`config.mk`:
```
export PLATFORM = sky130hd
export DESIGN_NAME = ring_buff_arb
export DESIGN_NICKNAME = d
export VERILOG_FILES = /design/src/rtl/ring_buff_arb.sv
export SDC_FILE = /design/constraint.sdc
export NUM_CORES = 1
export LEC_CHECK = 0
export ABC_CLOCK_PERIOD_IN_PS = 1500
export CAP_MARGIN = 10
export CORE_MARGIN = 1
export CORE_UTILIZATION = 32
export DETAILED_ROUTE_END_ITERATION = 8
export GPL_TIMING_DRIVEN = 0
export PLACE_DENSITY = 0.83
export SYNTH_ARGS = -nofsm -noshare
export SYNTH_HDL_FRONTEND = slang
export SYNTH_SLANG_ARGS = --single-unit
```
`constraint.sdc`:
```
create_clock -name clock -period 1.5 [get_ports clock]
set_input_delay 0.225 -clock clock [delete_from_list [all_inputs] [get_ports clock]]
set_output_delay 0.225 -clock clock [all_outputs]
set_load 0.03 [all_outputs]
```
`src/rtl/ring_buff_arb.sv`:
```
// Round-robin write arbiter for a shared ring buffer: grants one producer a bounded
// burst, throttles grants by occupancy hysteresis, and paces reads from consumer readiness.
module ring_buff_arb #(
    parameter int  NUM_REQ     = 4,
    parameter int  WIDTH_REQ   = $clog2(NUM_REQ),
    parameter int  DEPTH_BUFF  = 16,
    parameter int  WIDTH_DEPTH = $clog2(DEPTH_BUFF),
    parameter int  MAX_BURST   = 4,
    parameter int  THRESH_HI   = DEPTH_BUFF - 2,
    parameter int  THRESH_LO   = DEPTH_BUFF / 2,
    parameter type TYPE_FWRD   = logic [7:0]
) (
    input  logic                   clock,
    input  logic                   reset,
    input  logic [NUM_REQ-1:0]     I_Req,
    input  logic [NUM_REQ-1:0]     I_Last,
    input  TYPE_FWRD               I_FTk [NUM_REQ],
    output logic [NUM_REQ-1:0]     O_Ack,
    output logic                   O_Busy,
    output logic [WIDTH_REQ-1:0]   O_GrantID,
    output logic                   O_We,
    output TYPE_FWRD               O_FTk,
    input  logic                   I_Full,
    input  logic [WIDTH_DEPTH:0]   I_Num,
    input  logic                   I_Empty,
    input  logic                   I_Rdy,
    output logic                   O_Re
);

    localparam int WIDTH_CNT = $clog2(MAX_BURST + 1);

    typedef enum logic [1:0] {
        ST_IDLE  = 2'd0,
        ST_BURST = 2'd1,
        ST_STALL = 2'd2
    } state_t;

    state_t                 state_q, state_d;
    logic [WIDTH_REQ-1:0]   grant_q, grant_d;
    logic [WIDTH_REQ-1:0]   ptr_q, ptr_d;
    logic [WIDTH_CNT-1:0]   cnt_q, cnt_d;
    logic                   rd_en_q, rd_en_d;

    logic                   num_hi;
    logic                   num_lo;
    logic                   we;
    logic                   win_vld;
    logic [WIDTH_REQ-1:0]   win_idx;
    logic [WIDTH_REQ-1:0]   rot_idx [NUM_REQ];

    assign num_hi = (I_Num >= (WIDTH_DEPTH+1)'(THRESH_HI));
    assign num_lo = (I_Num <  (WIDTH_DEPTH+1)'(THRESH_LO));

    // rot_idx[k] is the requester k positions after the pointer, wrapping at NUM_REQ.
    genvar gi;
    generate
        for (gi = 0; gi < NUM_REQ; gi++) begin : g_rot
            logic [WIDTH_REQ:0] sum;
            assign sum = {1'b0, ptr_q} + (WIDTH_REQ+1)'(gi);
            assign rot_idx[gi] = (sum >= (WIDTH_REQ+1)'(NUM_REQ))
                               ? WIDTH_REQ'(sum - (WIDTH_REQ+1)'(NUM_REQ))
                               : sum[WIDTH_REQ-1:0];
        end
    endgenerate

    // Scan from the far end so the requester closest to the pointer is assigned last.
    always_comb begin
        win_vld = 1'b0;
        win_idx = '0;
        for (int i = NUM_REQ - 1; i >= 0; i--) begin
            if (I_Req[rot_idx[i]]) begin
                win_vld = 1'b1;
                win_idx = rot_idx[i];
            end
        end
    end

    always_comb begin
        state_d = state_q;
        grant_d = grant_q;
        ptr_d   = ptr_q;
        cnt_d   = cnt_q;
        we      = 1'b0;
        case (state_q)
            ST_IDLE: begin
                if (win_vld && !num_hi) begin
                    grant_d = win_idx;
                    state_d = ST_BURST;
                end
            end
            ST_BURST: begin
                we = I_Req[grant_q] & ~I_Full;
                // Release takes precedence over a simultaneous occupancy stall.
                if (!I_Req[grant_q] ||
                    (we && (I_Last[grant_q] || cnt_q == WIDTH_CNT'(MAX_BURST - 1)))) begin
                    state_d = ST_IDLE;
                    cnt_d   = '0;
                    ptr_d   = (grant_q == WIDTH_REQ'(NUM_REQ - 1)) ? '0
                                                                   : grant_q + WIDTH_REQ'(1);
                end else begin
                    if (we) begin
                        cnt_d = cnt_q + WIDTH_CNT'(1);
                    end
                    if (num_hi) begin
                        state_d = ST_STALL;
                    end
                end
            end
            ST_STALL: begin
                if (num_lo) begin
                    state_d = ST_BURST;
                end
            end
            default: state_d = ST_IDLE;
        endcase
    end

    // Read side stays quiet until the first edge after reset release.
    assign rd_en_d = 1'b1;

    always_ff @(posedge clock or negedge reset) begin
        if (!reset) begin
            state_q <= ST_IDLE;
            grant_q <= '0;
            ptr_q   <= '0;
            cnt_q   <= '0;
            rd_en_q <= 1'b0;
        end else begin
            state_q <= state_d;
            grant_q <= grant_d;
            ptr_q   <= ptr_d;
            cnt_q   <= cnt_d;
            rd_en_q <= rd_en_d;
        end
    end

    generate
        for (gi = 0; gi < NUM_REQ; gi++) begin : g_ack
            assign O_Ack[gi] = we && (grant_q == WIDTH_REQ'(gi));
        end
    endgenerate

    assign O_Busy    = (state_q != ST_IDLE);
    assign O_GrantID = O_Busy ? grant_q : '0;
    assign O_We      = we;
    assign O_FTk     = we ? I_FTk[grant_q] : '0;
    assign O_Re      = I_Rdy & ~I_Empty & rd_en_q;

endmodule

```
# Word level (Yosys, flattened, before mapping)

Index checks and enable logic that the tools add are counted.

Add/sub/neg operators: 9
Magnitude comparators: 12
Eq/ne operators: 9
Muxes and demuxes: 38
Bitwise gates (word level): 6
Reduce and logical (&&, ||, !) cells: 18

Operator list:

| operator            | number |
|---|---|
| $mux 2              | 14 |
| $mux 8              | 3 |
| $bmux 8 s2          | 1 |
| $lt 2x3->1 const B  | 5 |
| $bmux 1 s2          | 6 |
| $ge 3x3->1 const B  | 4 |
| $mux 1              | 11 |
| $sub 2x1->2 const B | 4 |
| $add 2x2->3 const B | 2 |
| $eq 2x2->1 const B  | 3 |
| $logic_and 1x1->1   | 6 |
| $mux 3              | 2 |
| $pmux 2 s3          | 1 |
| $reduce_and 2->1    | 3 |
| $ge 5x4->1 const B  | 1 |
| $lt 5x4->1 const B  | 1 |
| $eq 2x1->1 const B  | 2 |
| $logic_not 2->1     | 2 |
| $ne 2x2->1 const B  | 2 |
| $reduce_bool 2->1   | 2 |
| $add 2x1->3 const B | 1 |
| $add 3x1->3 const B | 1 |
| $and 1x1->1         | 3 |
| $eq 3x2->1 const B  | 1 |
| 8 further kinds     | 11 |

Register bits: 10
Output and inout port bits: 17
Logic and storage cells: 97

# Depth between registers and ports, before layout

Gate-level depths: netlist (run 1).

Word-level depth: 12
Depth in mapped cells: 6

# Worst setup path before layout (run 1)

OpenSTA, ideal clock, no wires.

Kind: register -> output
Start: register grant_q[0]
End: output port O_FTk[0] (netlist bit)
Data arrival time: 1.502 ns
Data required time: 1.275 ns
Slack: -0.227 ns
Stages on the path, launching flop included: 4
Buffers on the path: 1
Cells stage by stage: dfrtp_1 buf_2 mux4_2 and3_1

RTL lines:

| what                   | RTL line | RTL |
|---|---|---|
| start, declared        | 39       | `logic [WIDTH_REQ-1:0] grant_q, grant_d;` |
| start signal, assigned | 130      | `grant_q <= grant_d;` |
| end, declared          | 22       | `output TYPE_FWRD O_FTk,` |

==> results summary, run 1 <==
Summing every instance area after synthesis gives 973 um^2. Traced cell by cell, the critical path runs through mux4_2, clkbuf_8, and3_4, buf_6. Counting the buffers created by CTS gives 3. The proportion of register bits with asynchronous set or reset after synthesis is 1.00. The post-synth net total is between 150 and 200. The via count of the first global-routing pass came out at 1171. The largest delay contributor family on the critical path is multiplexers. The violation count after the first detailed-route iteration came out at 46. TritonCTS built the clock tree. The clock-pin slew of the registers on the worst-case setup and hold paths came out at 0.07 ns. Setup repair after global routing could not meet its margin everywhere. The number of buffer and inverter stages on the critical path came out at 2.

By area, the combinational part of the netlist is dominated by multiplexers. The endpoint kind of the worst setup timing path is an output pin. The fmax came out at 0.515 GHz. The remaining antenna violation count after routing is 0. The smallest hold slack is between 0.2 and 0.3 ns. The fraction of the mapped netlist area in compound gates was 0.117.

The total power draw is between 2 and 3 mW. The maximum number of pins on one net before global-route repair is 11. The global routing stage identified its most utilized layer as met2.

In this run the critical register-to-register path is captured at ptr_q[1]. The residual DRC count is 10. The leading register cell type out of synthesis is sky130_fd_sc_hd__dfrtp_1. The aggregate routed wire length is 3170 um. The total track usage came out at 0.207. The synthesis-stage register bit count came out at 10. The tree is rooted in a sky130_fd_sc_hd__clkbuf_4. The synthesized design contains 0 enable-type register cells. The count of hold-fix buffers inserted at cts came out at 0.

For this design the static power due to leakage is 0.796 nW. The final weighted congestion of routability-driven global placement came out at 0.781. The final cycle utilization of the critical path came out at 1.29.

The final core area utilization is 0.664. CTS saw 10 sinks. The number of standard cells after synthesis is 97. The core region area came out at 2830 um^2. The via count is 1068. The proportion of synthesized area in mux cells is 0.294. The min-delay analysis places its worst path in the category in -> async.

The number of I/O port buffers is between 60 and 70. The worst clock skew came out at 0.00483 ns. The slack of the worst reg-to-reg path came out at -0.29 ns.

The number of ports placed on the die boundary came out at 67. In the layout the commonest cells are 48 x sky130_fd_sc_hd__clkdlybuf4s50_1, 14 x sky130_fd_sc_hd__buf_6, 12 x sky130_fd_sc_hd__and3_4. The horizontal die dimension came out at ~57 um. The type of the worst setup path is reg -> out. Leaving out fill and tap cells, the most frequent cell in the layout is sky130_fd_sc_hd__clkdlybuf4s50_1.

The count of synthesis-stage warnings from yosys came out at 0. The cell count after placement is around 190. Compared with the post-synthesis result, the final layout area differs by 93.1%.

The met2 routing resource usage after global routing came out at 0.424. Of the cells placed in the final design, the portion with a size suffix greater than 1 is 0.398. The wire length per cell after detailed routing is 15.7 um.

The site row count came out at 19. The full die area is 3270 um^2. The worst setup path is launched from a flop. The hold violation count in the final report is 0.

The clock latency at the later pin of the worst-skew pair came out at around 0.26 ns. The tool flagged a number of max-cap violations equal to 0. The number of cells on the worst reg-to-reg path came out at 5. The final antenna diode count came out at 0. The sequential cell area fraction in the yosys report is 0.257.

For this run, the post-layout net count is between 200 and 250. Dividing total power by cell area gives a power density of 1450 nW/um^2. The final reports fail on DRC, setup timing.

The area fraction in and, or, nand and nor cells after synthesis came out at 0.203. The arithmetic-cell share of the synthesized area counting full adders, half adders and majority gates came out at 0.0771. Summed over all failing endpoints, the final setup total negative slack is -6.99 ns. The slowest library cell on the worst path is sky130_fd_sc_hd__mux4_2. Dividing the detail-routed via count by the number of cells gives 5.29. For this run, the detailed router's first-pass iteration total came to 7. The final setup violation count is 21. Setup slack on the critical path of the routed design comes to -0.442 ns.

The worst IR drop on VDD is 0.682 mV. The die is 57.2 um tall. In this run the critical register-to-register path is launched from grant_q[0]. The xor/xnor cell area share of the yosys netlist came out at 0. For this run, global-route usage on met3 was measured as 0.0454. In this run the deepest clock path goes through 2 buffers. The data arrival time of the critical path is about 1.7 ns. The H-tree depth came out at 1. The number of slew-limit violations in the final report came to 0. The number of distinct standard cells referenced by the synthesized netlist is 32. The met1 layer usage reported by global route came out at 0.208. At the worst endpoint, the required time is 1.27 ns.

The post-layout instance count excluding filler cells came out at slightly above 200. The initial standard-cell utilization of the core came out at 0.344. The flow ran to the end, but the final reports show violations.

The HPWL after detailed placement is 2530 um. The global-route wire length before repair is 5260 um. A synthesized cell averages 10.0 um^2. The final period demand of the worst path is about 1.9 ns. The total overflow left after global routing is 0. The initial antenna violation count came to 0. The delay of the slowest cell on the worst path is between 0.5 and 0.6 ns. Along the worst path, the maximum fanout reaches 5.
## flip-flops by register name (all words and copies together) (netlist names)
signal and count:
rd_en_q 1, ptr_q 2, cnt_q 3, grant_q 2
state_q 2
## where the power goes
part           total (mW)  internal [mW]  leakage [nW]  switching [mW]
combinational        1.96           1.03         0.653           0.921
clock               0.241          0.147        0.0210          0.0936
sequential          0.532          0.379         0.122           0.153
## worst max-delay path by stage
stage                     from  endpoint  depth (start not counted)
finish              grant_q[0]  O_FTk[6]                          4
detailed placement      I_Full  O_FTk[6]                          5
global route        grant_q[0]  O_FTk[4]                          4
floorplan           grant_q[0]  O_Ack[1]                          3
CTS                 grant_q[0]  O_FTk[6]                          4
global placement        I_Full  O_FTk[6]                          5
## cell usage after synthesis (2+ instances only)
cell type,number,share of area
sky130_fd_sc_hd__clkbuf_1,3,0.012
sky130_fd_sc_hd__and3_1,12,0.077
sky130_fd_sc_hd__mux2_1,2,0.023
sky130_fd_sc_hd__inv_1,7,0.027
sky130_fd_sc_hd__nand2_1,5,0.019
sky130_fd_sc_hd__ha_1,6,0.077
sky130_fd_sc_hd__dfrtp_1,10,0.26
sky130_fd_sc_hd__mux2i_1,5,0.051
sky130_fd_sc_hd__a21oi_1,3,0.015
sky130_fd_sc_hd__mux4_2,9,0.21
sky130_fd_sc_hd__nor2b_1,2,0.013
sky130_fd_sc_hd__o21ai_2,3,0.027
sky130_fd_sc_hd__nor2_1,11,0.042
## final cells by class
cell class / instances / area, um^2
Fill cell: 218 / 950
Clock buffer: 4 / 36.3
Multi-Input combinational cell: 75 / 764
Timing Repair Buffer: 70 / 706
Buffer: 4 / 48.8
Tap cell: 31 / 38.8
Inverter: 8 / 30.0
Sequential cell: 10 / 255
## stage by stage
stage / setup slack [ns] / instance area, um^2
final: -0.442 / 1880
after floorplan: -0.134 / 1040
after detailed placement: -1.15 / 1730
after CTS: -0.443 / 1860
after global placement: -1.12 / 1730
after global routing: -0.509 / 1880
## layer usage
metal | wire length, um | vias to the layer above
met3 | 266 | 0
met4 | 0 | 0
li1 | - | 508
met1 | 1130 | 510
met5 | 0 | -
met2 | 1780 | 50
## timing repair
action,4_1_cts,5_1_grt
hold endpoints to repair,0,0
setup buffers,3,1
pin swaps,4,1
resized for setup,121,8
gates cloned,1,0
setup endpoints to repair,24,24
## cells by family (layout without fill, tap and decap cells)
logic type | after synthesis | after routing
and+or+nand+nor | 36 | 36
muxes | 17 | 17
AOI/OAI and AO/OA | 15 | 15
buffers and inverters | 12 | 86
DFF | 10 | 10
adders and majority gates | 6 | 6
other | 1 | 1
(Power assumes the default switching activity.)
==> inputs of run 2 (changes only) <==
ABC_CLOCK_PERIOD_IN_PS = 1700   (was 1500)
clock period = 1.7 ns   (was 1.5 ns; I/O delays follow)
==> results summary, run 2 (synthesis results as in run 1) <==
The run finished, with violations left. The checks that failed: DRC, setup timing. CTS placed an instance of sky130_fd_sc_hd__clkbuf_4 at the clock tree root. The via count normalized by instance count came out at 5.59 (+5.8%). The count of cell instances traversed by the critical path came out at 4 (unchanged). The critical path goes through mux4_2, clkbuf_8, and3_4, buf_6. In the layout the commonest cells are 45 x sky130_fd_sc_hd__clkdlybuf4s50_1, 17 x sky130_fd_sc_hd__buf_6, 12 x sky130_fd_sc_hd__and3_4. The fill cell total of the finished layout was 193 (-11%). The number of ports placed on the die boundary is 67 (unchanged). The via count came out at 1141 (+6.8%).

The post-layout instance count excluding filler cells was 204 (+0.99%). The global-route wire length before repair came out at 5600 um (+6.3%). The HPWL reported at the end of detailed placement came to 2440 um (-3.2%).

The final antenna diode count is 0 (unchanged). The reported leakage power is 0.839 nW (+5.4%). The die boundary height came out at 57.2 um (unchanged).

The clock-pin slew of the registers on the worst-case setup and hold paths is 0.07 ns (about the same). The synthesis-to-layout area growth came out at 98.3%. The slowest library cell on the worst path is sky130_fd_sc_hd__mux4_2. The final period demand of the worst path came out at 2.00 ns. The core region area is 2830 um^2 (unchanged).

The initial antenna violation count came to 0 (unchanged). The full die area came to 3270 um^2 (unchanged). The total track usage is 0.222 (+0.0151). The kind of cell with the highest combined delay along the critical path is multiplexers.

The total overflow reported by the global router came out at 0 (unchanged). TritonCTS built the clock tree. The number of slew-limit violations in the final report is 0 (unchanged). The delay of the slowest cell on the worst path was 0.59 ns (+0.02 ns). The final cycle utilization of the critical path came out at 1.17.

The horizontal die dimension is 57.2 um (unchanged). The number of cells on the worst reg-to-reg path came out at 6 (+1). The via count of the first global-routing pass came out at 1238 (+5.7%).

The violation count after the first detailed-route iteration came out at 57 (+24%). The iteration count of the initial detailed-routing pass came out at 8 (+1). The maximum count of clock buffers along a single path was 2 (unchanged).

The aggregate routed wire length is 3580 um (+13%). The site row count is 19 (unchanged). Counting flops per register, the top entry is cnt_q.

The clock latency at the later pin of the worst-skew pair came out at 0.26 ns (about the same). The number of I/O port buffers came out at 65 (unchanged). The final weighted congestion of routability-driven global placement is 0.748 (-4.2%).

The remaining antenna violation count after routing is 0 (unchanged). Leaving out fill and tap cells, the most frequent cell in the layout is sky130_fd_sc_hd__clkdlybuf4s50_1. The number of sinks on the clock net is 10 (unchanged). The initial standard-cell utilization of the core is 0.344 (unchanged). The H-tree depth came to 1 (unchanged). The number of CTS-inserted buffers came out at 3 (unchanged). The wire length per cell after detailed routing is 17.6 um (+12%). The maximum number of pins on one net before global-route repair is 11 (unchanged). The area after detailed placement came out at 1670 um^2 (-3.8%). The final standard cell area without fillers came to 1930 um^2 (+2.7%). In this run the worst hold path is classified as in -> async. The worst clock skew was 0.00435 ns (-0.000479 ns).

The cell count after placement is 193 (unchanged). The worst setup path is launched from a flop. STA classifies the critical path endpoint as an output pin.

The worst IR drop on VDD is 0.652 mV (-4.3%). The number of buffer and inverter stages on the critical path is 2 (unchanged). The biggest fanout along the worst timing path is 5 (unchanged).

The final setup slack of the worst path is -0.297 ns (+0.146 ns). The power density relative to cell area came out at 1320 nW/um^2 (-9.2%). The fraction of layout instances using a drive strength above 1 came out at 0.399 (+0.00118). The hold violation count in the final report came out at 0 (unchanged). The number of max-cap violations is 0 (unchanged). The residual DRC count came to 10 (unchanged). The layout net count is 231 (+1.3%). The final setup violation count is 18 (-14%). The required time of the critical path is 1.44 ns (+0.17 ns). Derived from the worst setup path, the maximum achievable clock frequency is about 0.5 GHz. The data arrival time of the critical path was 1.74 ns (+0.02 ns). The number of flip-flops under the largest register name came out at 3 (unchanged). Setup repair after global routing could not meet its margin everywhere.

The sum of negative setup slack is -4.50 ns (+2.50 ns). The critical path in this run is classified as reg -> out.
[run 2: cell count changes in the layout (fill, tap and decap cells not counted), sizes merged]
cell           previous run  this run
buf                      20        22
clkdlybuf4s50            48        45
dlymetal6s2s              0         1
dlygate4sd2               0         4
clkdlybuf4s18             0         1
clkdlybuf4s15             1         0
clkbuf                    9         7
[run 2: area by class of cell]
| class | count | area [um^2] | share of cell area |
|---|---|---|---|
| timing repair buffer | 73 | 741 | 0.384 |
| tap | 31 | 38.8 | 0.0201 |
| inverter | 8 | 30.0 | 0.0156 |
| sequential | 10 | 254 | 0.132 |
| multi-input combinational | 75 | 790 | 0.409 |
| buffer | 4 | 55.1 | 0.0285 |
| clock buffer | 3 | 22.5 | 0.0117 |
[run 2: power breakdown]
group          leakage (nW)  switching (mW)  internal [mW]
combinational         0.702           0.881           1.02
sequential            0.123           0.158          0.332
clock                0.0138          0.0750         0.0814
[run 2: final timing paths]
path,to,start,slack [ns]
worst max-delay path,O_FTk[6],grant_q[0],-0.30
worst min-delay path,ptr_q[1],reset,0.33
worst max register to register,ptr_q[1],grant_q[0],-0.23
worst min register to register,cnt_q[2],cnt_q[2],0.50
max in group asynchronous,grant_q[0],reset,1.02
min in group clock,cnt_q[2],cnt_q[2],0.50
[run 2: metrics by stage]
stage | setup WS (ns) | utilization | hold WS [ns] | power [mW]
global route | -0.343 | 0.682 | 0.355 | 2.69
floorplan | 0.00451 | - | -0.0406 | 1.37
finish | -0.297 | 0.682 | 0.325 | 2.54
CTS | -0.284 | 0.665 | 0.343 | 2.38
detailed placement | -0.893 | 0.589 | 0.480 | 1.85
global placement | -0.850 | 0.589 | 0.462 | 1.80
[run 2: metal layers]
metal,global-route usage,part of all wire,up-vias
met5,0,0,-
met4,0.0697,0.021,0
met3,0.0431,0.099,8
met2,0.459,0.55,61
met1,0.216,0.33,559
li1,-,-,513
[run 2: repair_timing]
item | CTS | global route
hold buffers | 0 | 0
endpoints found under the setup margin | 22 | 22
setup buffers | 5 | 2
cloned | 1 | 0
gates resized for setup | 136 | 12
pin swaps | 2 | 0
==> inputs of run 3 (changes only) <==
SETUP_SLACK_MARGIN = 0.15   (was unset)
==> results summary, run 3 (synthesis results as in run 1) <==
The final weighted congestion of routability-driven global placement is 0.704 (-5.8%). The initial standard-cell utilization of the core is 0.344 (unchanged). The horizontal die dimension was 57.2 um (unchanged). The fill cell total of the finished layout is 210 (+8.8%). TritonCTS built the clock tree.

The delay of the slowest cell on the worst path is 0.54 ns (-0.05 ns). The hold violation count in the final report is 0 (unchanged). The final setup slack of the worst path came out at -0.245 ns (+0.0520 ns). The clock-pin slew of the registers on the worst-case setup and hold paths came out at 0.06 ns (about the same).

The internal portion of total power came to 1.40 mW (-1.9%). The area growth from synthesis to layout is 97.0%. The met1 layer usage reported by global route was 0.213 (-0.00318).

The initial antenna violation count came out at 0 (unchanged). The core region area is 2830 um^2 (unchanged). The fraction of layout instances using a drive strength above 1 was 0.424 (+0.0256). The site row count came to 19 (unchanged).

The signal on the critical path passes through mux4_2, clkbuf_8, and3_4, buf_6. The final standard cell area without fillers is 1920 um^2 (-0.65%). The data arrival time of the critical path was 1.69 ns (-0.05 ns). The final period demand of the worst path was 1.94 ns (-0.0520 ns). STA classifies the critical path endpoint as an output pin. The maximum count of clock buffers along a single path is 2 (unchanged). The worst clock skew was 0.00371 ns (-0.000642 ns). The final antenna diode count came out at 0 (unchanged).

The cell count after placement was 193 (unchanged). The met2 routing resource usage after global routing came out at 0.383 (-0.0756). The path class of the tightest hold or removal check is in -> async. The required time of the critical path came to 1.44 ns (about the same).

The die boundary height came out at 57.2 um (unchanged). The H-tree depth came to 1 (unchanged). The global-route wire length before repair is 4980 um (-11%). The wire length per cell after detailed routing is 16.1 um (-8.4%). The share of total power in sequential cells was 0.191 (about the same). The number of max-cap violations was 0 (unchanged). The worst IR drop on VDD is 0.628 mV (-3.7%). The final setup violation count came out at 18 (unchanged). Broken down by cell family, the worst path's largest delay share belongs to multiplexers. The number of slew-limit violations in the final report came to 0 (unchanged). The switching portion of total power is 0.442 (+0.00401). The library cell used most frequently in the layout, excluding fill and tap cells, is sky130_fd_sc_hd__clkdlybuf4s50_1. The final reports fail on DRC, setup timing.

The number of ports placed on the die boundary is 67 (unchanged). The layer flagged by global routing as most heavily used is met2. The run finished, with violations left.

The clock latency at the later pin of the worst-skew pair is 0.26 ns (about the same). The number of sinks on the clock net is 10 (unchanged). The aggregate routed wire length came out at 3270 um (-8.8%). Clock tree synthesis selected as its root buffer the cell sky130_fd_sc_hd__clkbuf_4. The violation count after the first detailed-route iteration came out at 35 (-39%). The maximum number of pins on one net before global-route repair is 11 (unchanged). The number of flip-flops under the largest register name is 3 (unchanged). The full die area came out at 3270 um^2 (unchanged). The fmax is 0.514 GHz (+2.7%). By startpoint and endpoint, the worst setup path is classified as reg -> out.

Counting flops per register, the top entry is cnt_q. The met3 routing resource usage after global routing is 0.0295 (-0.0136). The area after detailed placement came out at 1730 um^2 (+4.1%). The iteration count of the initial detailed-routing pass was 6 (-2).

The smallest hold slack is 0.315 ns (-0.00984 ns). The final cycle utilization of the critical path came out at 1.14 (-0.0306). The layout net count came out at 230 (-0.43%). The via count of the first global-routing pass came to 1106 (-11%).

The total overflow reported by the global router is 0 (unchanged). Leaving out fill and tap cells, the most frequent cells in the layout are 45 x sky130_fd_sc_hd__clkdlybuf4s50_1, 15 x sky130_fd_sc_hd__buf_6, 12 x sky130_fd_sc_hd__and3_4. The remaining antenna violation count after routing is 0 (unchanged). The reported leakage power came to 0.828 nW (-1.4%). The largest individual stage delay along the critical path comes from the cell sky130_fd_sc_hd__mux4_2. The number of CTS-inserted buffers is 3 (unchanged). The share of total power in the clock network came out at 0.064 (+0.003). The total track usage came out at 0.194 (-0.0280).

Setup repair after global routing could not meet its margin everywhere. The count of hold-fix buffers inserted at cts came to 0 (unchanged). The via count is 1078 (-5.5%). The residual DRC count is 8 (-2). The number of I/O port buffers came out at 65 (unchanged). The biggest fanout along the worst timing path came out at 10 (+5). The HPWL reported at the end of detailed placement came to 2420 um (-1.0%).

The via count normalized by instance count is 5.31 (-5.1%). The power share of the combinational group came to 0.745 (about the same). The post-layout instance count excluding filler cells came to 203 (-0.49%). The power density relative to cell area is 1310 nW/um^2 (-0.53%). STA classifies the critical path startpoint as a flop. The net switching power of the design came out at 1.11 mW (-0.26%).

The number of buffer and inverter stages on the critical path is 2 (unchanged).
-- run 3: worst paths after layout --
check                              to        from  slack [ns]  cells past startpoint
setup reg to reg             ptr_q[0]  grant_q[0]       -0.18                      6
hold / removal               ptr_q[1]       reset        0.32                      1
hold reg to reg              cnt_q[1]    cnt_q[1]        0.49                      2
setup / recovery             O_FTk[6]  grant_q[0]       -0.24                      4
max in group asynchronous  grant_q[0]       reset        1.03                      1
min in group clock           cnt_q[1]    cnt_q[1]        0.49                      2
-- run 3: cell type report --
type,instances,area (um^2),area share
Clock buffer,3,22.5,0.0117
Sequential cell,10,255,0.133
Tap cell,31,38.8,0.0202
Buffer,4,55.1,0.0287
Inverter,8,32.5,0.0170
Timing Repair Buffer,72,716,0.373
Multi-Input combinational cell,75,798,0.416
-- run 3: power groups by stage --
stage          clock [mW]  combinational, mW  sequential [mW]
3_5_place_dp            0               1.49            0.461
3_3_place_gp            0               1.45            0.452
2_1_floorplan           0               1.05            0.425
4_1_cts             0.163               1.65            0.456
5_1_grt             0.175               2.02            0.487
6_report            0.161               1.87            0.479
-- run 3: repair_timing --
action	4_1_cts	5_1_grt
pin swaps	1	3
setup buffers	5	2
gates resized for setup	117	22
hold endpoints to repair	0	0
endpoints found under the setup margin	24	23
-- run 3: metrics by stage --
| stage | util | power [mW] | worst slack [ns] | TNS [ns] |
|---|---|---|---|---|
| 3_5_place_dp | 0.613 | 1.95 | -1.02 | -14.25 |
| 3_3_place_gp | 0.613 | 1.90 | -0.979 | -13.53 |
| 2_1_floorplan | - | 1.47 | 0.0614 | 0 |
| 6_report | 0.678 | 2.51 | -0.245 | -3.61 |
| 4_1_cts | 0.645 | 2.27 | -0.257 | -3.57 |
| 5_1_grt | 0.678 | 2.68 | -0.295 | -4.64 |
-- run 3: metal layers --
| metal | wire, um | part of all wire |
|---|---|---|
| met1 | 1230 | 0.38 |
| met5 | 0 | 0 |
| met2 | 1780 | 0.54 |
| met4 | 27 | 0.0083 |
| met3 | 232 | 0.071 |
